===== src/rtl/exe_mem_reg_pkg.sv =====
`default_nettype none
// ============================================================================
//  Module   : exe_mem_reg_pkg
//  Purpose  : Shared definitions for the EXE/MEM pipeline register: default
//             datapath widths, {N,Z,C,V} flag bit positions and the 4-bit
//             execute-command encodings used by the ALU.
//  Revision : 1.0  initial release
// ============================================================================
package exe_mem_reg_pkg;

    localparam int c_DATA_W_DEFAULT = 32;
    localparam int c_REG_W_DEFAULT  = 4;

    // Bit positions of the flags inside the 4-bit status word {N,Z,C,V}
    localparam int c_FLAG_N = 3;
    localparam int c_FLAG_Z = 2;
    localparam int c_FLAG_C = 1;
    localparam int c_FLAG_V = 0;

    typedef enum logic [3:0] {
        CMD_MOV = 4'b0001,
        CMD_MVN = 4'b1001,
        CMD_ADD = 4'b0010,
        CMD_ADC = 4'b0011,
        CMD_SUB = 4'b0100,
        CMD_SBC = 4'b0101,
        CMD_AND = 4'b0110,
        CMD_ORR = 4'b0111,
        CMD_EOR = 4'b1000
    } exe_cmd_e;

endpackage : exe_mem_reg_pkg
`default_nettype wire


===== src/rtl/exe_mem_reg_status_reg.sv =====
`default_nettype none
// ============================================================================
//  Module   : status_reg
//  Purpose  : Architectural {N,Z,C,V} flag register with load enable and
//             asynchronous active-high reset. Also exports the carry flag
//             for the ALU carry-in.
//  Ports    : clk, rst      - clock, async active-high reset
//             i_load        - capture i_flags on this rising edge
//             i_flags[3:0]  - new {N,Z,C,V}
//             o_status[3:0] - current {N,Z,C,V}
//             o_cin         - current C flag
//  Revision : 1.0  initial release
// ============================================================================
module status_reg
    import exe_mem_reg_pkg::*;
(
    input  logic       clk,
    input  logic       rst,
    input  logic       i_load,
    input  logic [3:0] i_flags,
    output logic [3:0] o_status,
    output logic       o_cin
);

    logic [3:0] r_status;

    always_ff @(posedge clk or posedge rst) begin
        if (rst) begin
            r_status <= 4'b0000;
        end else if (i_load) begin
            r_status <= i_flags;
        end
    end

    assign o_status = r_status;
    // Carry comes from the registered flags, so an instruction sees the
    // carry produced by the instruction before it.
    assign o_cin    = r_status[c_FLAG_C];

endmodule : status_reg
`default_nettype wire


===== src/rtl/exe_mem_reg.sv =====
`default_nettype none
// ============================================================================
//  Module   : exe_mem_reg
//  Purpose  : EXE -> MEM pipeline register with stall (freeze), squash
//             (flush), flag register and retired-instruction counter.
//  Ports    : clk, rst                         - clock, async active-high reset
//             freeze, flush, in_valid          - pipeline control
//             wb_en_in, mem_r_en_in, mem_w_en_in, s_en_in - EXE control bits
//             alu_result_in, alu_status_in, st_val_in, dest_in - EXE data
//             out_valid, wb_en, mem_r_en, mem_w_en - registered controls
//             alu_result, st_val, dest         - registered data
//             status, cin                      - flag register, carry feedback
//             retired                          - saturating accept counter
//  Revision : 1.0  initial release
// ============================================================================
module exe_mem_reg
    import exe_mem_reg_pkg::*;
#(
    parameter int DATA_W = c_DATA_W_DEFAULT,
    parameter int REG_W  = c_REG_W_DEFAULT
) (
    input  logic              clk,
    input  logic              rst,
    input  logic              freeze,
    input  logic              flush,
    input  logic              in_valid,
    input  logic              wb_en_in,
    input  logic              mem_r_en_in,
    input  logic              mem_w_en_in,
    input  logic              s_en_in,
    input  logic [DATA_W-1:0] alu_result_in,
    input  logic [3:0]        alu_status_in,
    input  logic [DATA_W-1:0] st_val_in,
    input  logic [REG_W-1:0]  dest_in,
    output logic              out_valid,
    output logic              wb_en,
    output logic              mem_r_en,
    output logic              mem_w_en,
    output logic [DATA_W-1:0] alu_result,
    output logic [DATA_W-1:0] st_val,
    output logic [REG_W-1:0]  dest,
    output logic [3:0]        status,
    output logic              cin,
    output logic [31:0]       retired
);

    logic              w_accept;
    logic              r_valid;
    logic              r_wb_en;
    logic              r_mem_r_en;
    logic              r_mem_w_en;
    logic [DATA_W-1:0] r_alu_result;
    logic [DATA_W-1:0] r_st_val;
    logic [REG_W-1:0]  r_dest;
    logic [31:0]       r_retired;

    // freeze outranks flush, which outranks in_valid
    assign w_accept = ~freeze & ~flush & in_valid;

    always_ff @(posedge clk or posedge rst) begin
        if (rst) begin
            r_valid      <= 1'b0;
            r_wb_en      <= 1'b0;
            r_mem_r_en   <= 1'b0;
            r_mem_w_en   <= 1'b0;
            r_alu_result <= '0;
            r_st_val     <= '0;
            r_dest       <= '0;
        end else if (!freeze) begin
            if (w_accept) begin
                r_valid      <= 1'b1;
                r_wb_en      <= wb_en_in;
                r_mem_r_en   <= mem_r_en_in;
                r_mem_w_en   <= mem_w_en_in;
                r_alu_result <= alu_result_in;
                r_st_val     <= st_val_in;
                r_dest       <= dest_in;
            end else begin
                // Bubble: kill the controls only; the data is don't-care
                // downstream and is left in place.
                r_valid    <= 1'b0;
                r_wb_en    <= 1'b0;
                r_mem_r_en <= 1'b0;
                r_mem_w_en <= 1'b0;
            end
        end
    end

    // Saturating counter: sticks at all-ones instead of wrapping
    always_ff @(posedge clk or posedge rst) begin
        if (rst) begin
            r_retired <= 32'd0;
        end else if (w_accept && (r_retired != 32'hFFFF_FFFF)) begin
            r_retired <= r_retired + 32'd1;
        end
    end

    status_reg u_status_reg (
        .clk      (clk),
        .rst      (rst),
        .i_load   (w_accept & s_en_in),
        .i_flags  (alu_status_in),
        .o_status (status),
        .o_cin    (cin)
    );

    assign out_valid  = r_valid;
    assign wb_en      = r_wb_en;
    assign mem_r_en   = r_mem_r_en;
    assign mem_w_en   = r_mem_w_en;
    assign alu_result = r_alu_result;
    assign st_val     = r_st_val;
    assign dest       = r_dest;
    assign retired    = r_retired;

endmodule : exe_mem_reg
`default_nettype wire

===== config.mk =====
export PLATFORM = sky130hd
export DESIGN_NAME = exe_mem_reg
export DESIGN_NICKNAME = d
export VERILOG_FILES = /design/src/rtl/exe_mem_reg_pkg.sv /design/src/rtl/exe_mem_reg_status_reg.sv /design/src/rtl/exe_mem_reg.sv
export SDC_FILE = /design/constraint.sdc
export NUM_CORES = 1
export LEC_CHECK = 0
export BUFFER_PORTS_ARGS = -buffer_cell sky130_fd_sc_hd__buf_2
export CORE_ASPECT_RATIO = 1.25
export CORE_MARGIN = 5
export CORE_UTILIZATION = 51
export CTS_CLUSTER_DIAMETER = 200
export DETAILED_ROUTE_END_ITERATION = 10
export GPL_ROUTABILITY_DRIVEN = 1
export HOLD_SLACK_MARGIN = 0.12
export PLACE_DENSITY_LB_ADDON = 0.12
export SETUP_SLACK_MARGIN = 0.05
export SLEW_MARGIN = 5
export SYNTH_ARGS = -nofsm -noshare
export SYNTH_HDL_FRONTEND = slang
export SYNTH_HIERARCHICAL = 1
export SYNTH_SLANG_ARGS = --single-unit
export TNS_END_PERCENT = 5

===== constraint.sdc =====
create_clock -name clk -period 8.2 [get_ports clk]
set_input_delay 1.23 -clock clk [delete_from_list [all_inputs] [get_ports clk]]
set_output_delay 1.23 -clock clk [all_outputs]
set_load 0.02 [all_outputs]

==> results.sh <==
export IMPL_drt_first_pass_iters=4
export IMPL_crit_path_start_kind="flip-flop"
export IMPL_areaGrowthSynthToFinish_pct=28.3
export IMPL_row_count=37
export IMPL_grt_pass1_vias=3325
export IMPL_min_to="retired[5]"
export IMPL_fin_tns_setup_ps=0
export IMPL_via_per_inst=5.19
export IMPL_cts_setup_buffers=0
export IMPL_switching_share_pct=31.1
export IMPL_grt_pass1_wl_um=16700
export IMPL_rsz0062_at_grt="no"
export IMPL_gr_total_overflow=0
export IMPL_die_w_um=93.0
export IMPL_synth_distinct_cells=31
export IMPL_routed_top_layer="met4"
export IMPL_outcome="completed"
export IMPL_internal_power_w=0.000909
export IMPL_cts_sinks=108
export IMPL_ant_nets=0
export IMPL_gp_congestion=0.810
export IMPL_critPathCaptureType="flip-flop"
export IMPL_hold_buffers=0
export IMPL_reg2regPathDepth=5
export IMPL_place_hpwl_um=7690
export IMPL_synth_ff_type="dfrtp_1"
export IMPL_synth_edf_count=0
export IMPL_finalSetupViolations=0
export IMPL_drive_gt1_share_pct=56.8
export IMPL_wirelength_met1_um=3880
export IMPL_p_leak_nw=2.87
export IMPL_cts_reportedPaths_clkPinSlew_ps=90
export IMPL_dr_total_vias=3136
export IMPL_cts_inserted_buffers=9
export IMPL_synth_area_um2=4390
export IMPL_path_class="flip-flop to flip-flop"
export IMPL_fillers=659
export IMPL_initial_core_util_pct=52.7
export IMPL_p_seq_share_pct=49.9
export IMPL_cts_root_buffer="clkbuf_8"
export IMPL_final_nets=584
export IMPL_max_slew_margin_rel_pct=36.2
export IMPL_min_path_type="flip-flop to flip-flop"
export IMPL_power_density_nw_per_um2=234
export IMPL_crit_required_ps=8430
export IMPL_yosysTopAreaCellShare_pct=61.6
export IMPL_rr_endpoint="retired[31]"
export IMPL_clock_latency_ps=370
export IMPL_n_antenna_cell=0
export IMPL_syn_inst=311
export IMPL_tightest_slew_ps=957
export IMPL_p_clk_share_pct=25.5
export IMPL_seq_area_frac_synth_pct=61.6
export IMPL_power_frac_comb_pct=24.7
export IMPL_synth_seq_cells=108
export IMPL_worstPathMaxFanout=17
export IMPL_synthArstFlopShare_pct=100
export IMPL_synth_top_cells_by_area="dfrtp_1, mux2_2, xor2_1, xnor2_1, nand3_1"
export IMPL_wl_met3_um=803
export IMPL_wl_per_cell_um=16.8
export IMPL_worst_ep_arrival_time_ps=2860
export IMPL_ctsLongestPathBuffers=2
export IMPL_htreeDepth=3
export IMPL_grtUsageTotal_pct=20.2
export IMPL_fin_crit_ps=2630
export IMPL_slew_violations=0
export IMPL_synth_nets=393
export IMPL_ios=190
export IMPL_wl_met2_um=5320
export IMPL_holdPathStages=1
export IMPL_avgSynthCellArea_um2=14.1
export IMPL_maxCapViolCount=0
export IMPL_worst_ir_drop_vdd_mv=0.135
export IMPL_ctsResizeCount=0
export IMPL_synth_warnings=6
export IMPL_yosysMostFrequentCell="dfrtp_1"
export IMPL_netSwitchingPower_w=0.000410
export IMPL_fin_crit_sh_pct=32.0
export IMPL_timing_rr_start="retired[16]"
export IMPL_die_h_um=114
export IMPL_die_area_um2=10600
export IMPL_hp_start="retired[5]"
export IMPL_coreArea_um2=8330
export IMPL_yosys_top_cells_count="dfrtp_1, mux2_2, xor2_1"
export IMPL_max_freq_mhz=381
export IMPL_grt_max_degree=79
export IMPL_antenna_found_initial=0
export IMPL_cts_tree="built"
export IMPL_wirelength_um=10200
export IMPL_fin_total_pwr_w=0.00132
export IMPL_numPortBuffers=189
export IMPL_fin_skew_ps=10.6
export IMPL_drc_errors=0
export IMPL_hold_violations=0
export IMPL_initialDrtViolationCount=80
export IMPL_synth_top_cell_by_area="dfrtp_1"
export IMPL_ff2ff_setup_slack_ps=5570
==> sequential cells by signal, summed over array words and instances (netlist names) <==
name	flops
alu_result	32
mem_w_en	1
mem_r_en	1
wb_en	1
retired	32
dest	4
u_status_reg/o_status	4
st_val	32
out_valid	1
==> metrics by stage <==
stage	util, %	hold slack, ps	instances	cell area [µm²]	worst slack [ps]
6_report	67.6	494	604	5630	5570
5_1_grt	67.6	520	604	5630	5290
4_1_cts	67.6	491	604	5630	5560
3_5_place_dp	65.0	466	588	5420	5370
3_3_place_gp	65.0	468	588	5420	5480
2_1_floorplan	-	589	311	4390	4240
==> power by group through the flow <==
stage          Combinational (W)  Sequential, W  Clock (W)
5_1_grt                 0.000351       0.000671   0.000366
4_1_cts                 0.000332       0.000658   0.000347
3_3_place_gp            0.000327       0.000664          0
2_1_floorplan           0.000101       0.000765          0
6_report                0.000325       0.000658   0.000336
3_5_place_dp            0.000331       0.000668          0
==> layout make-up <==
cell class                 instances  area [µm²]  area share, %
timing repair buffer             192         968           17.2
clock buffer                      13         169           3.00
inverter                           4        17.5          0.311
sequential                       108        2700           48.0
multi-input combinational        187        1610           28.6
clock inverter                     3        43.8          0.778
tap                               97         121           2.16
==> worst max path at each step <==
stage / from / slack (ps) / to / depth (start not counted)
floorplan: rst / 4240 / alu_result[0] / 1
global placement: freeze / 5480 / retired[29] / 6
detailed placement: freeze / 5370 / retired[31] / 6
CTS: retired[16] / 5560 / retired[31] / 5
global route: retired[16] / 5290 / retired[17] / 5
finish: retired[16] / 5570 / retired[31] / 5
==> metal layers <==
layer  track usage [%]  up-vias
met5                 0        -
met4              7.92        0
met3              5.67       11
met2              34.5      113
met1              24.1     1528
li1                  -     1484
==> critical path, stage by stage (launching register included) <==
cell and delay [ps]:
dfrtp_1 440, and4_1 260, nand3_1 410, o41ai_4 1020
nor4_1 170, xor2_1 190
==> cell families (layout without fill, tap and decap cells) <==
kind of cell / Yosys count / count (layout) / synth area share [%]
xor gates and xnor gates: 30 / 30 / 5.99
adders and majority gates: 1 / 1 / 0.285
AOI/OAI and AO/OA: 8 / 8 / 2.20
and+or+nand+nor: 76 / 76 / 9.55
buffers and inverters: 16 / 212 / 1.91
DFF: 108 / 108 / 61.6
muxes: 72 / 72 / 18.5
==> cells in the final DEF (no fill, tap or decap), types with 3 or more instances in the layout <==
| master | n |
|---|---|
| nor4_1 | 7 |
| xnor2_1 | 10 |
| nor3_1 | 13 |
| mux2_2 | 72 |
| xor2_1 | 20 |
| nand4_1 | 9 |
| nand2_1 | 16 |
| nand3_1 | 13 |
| and2_1 | 3 |
| inv_1 | 3 |
| buf_2 | 189 |
| a22o_1 | 3 |
| and4_1 | 3 |
| clkbuf_8 | 12 |
| nor2_1 | 5 |
| buf_4 | 3 |
| dfrtp_1 | 108 |
No activity file was read; power rests on OpenSTA's default activity.
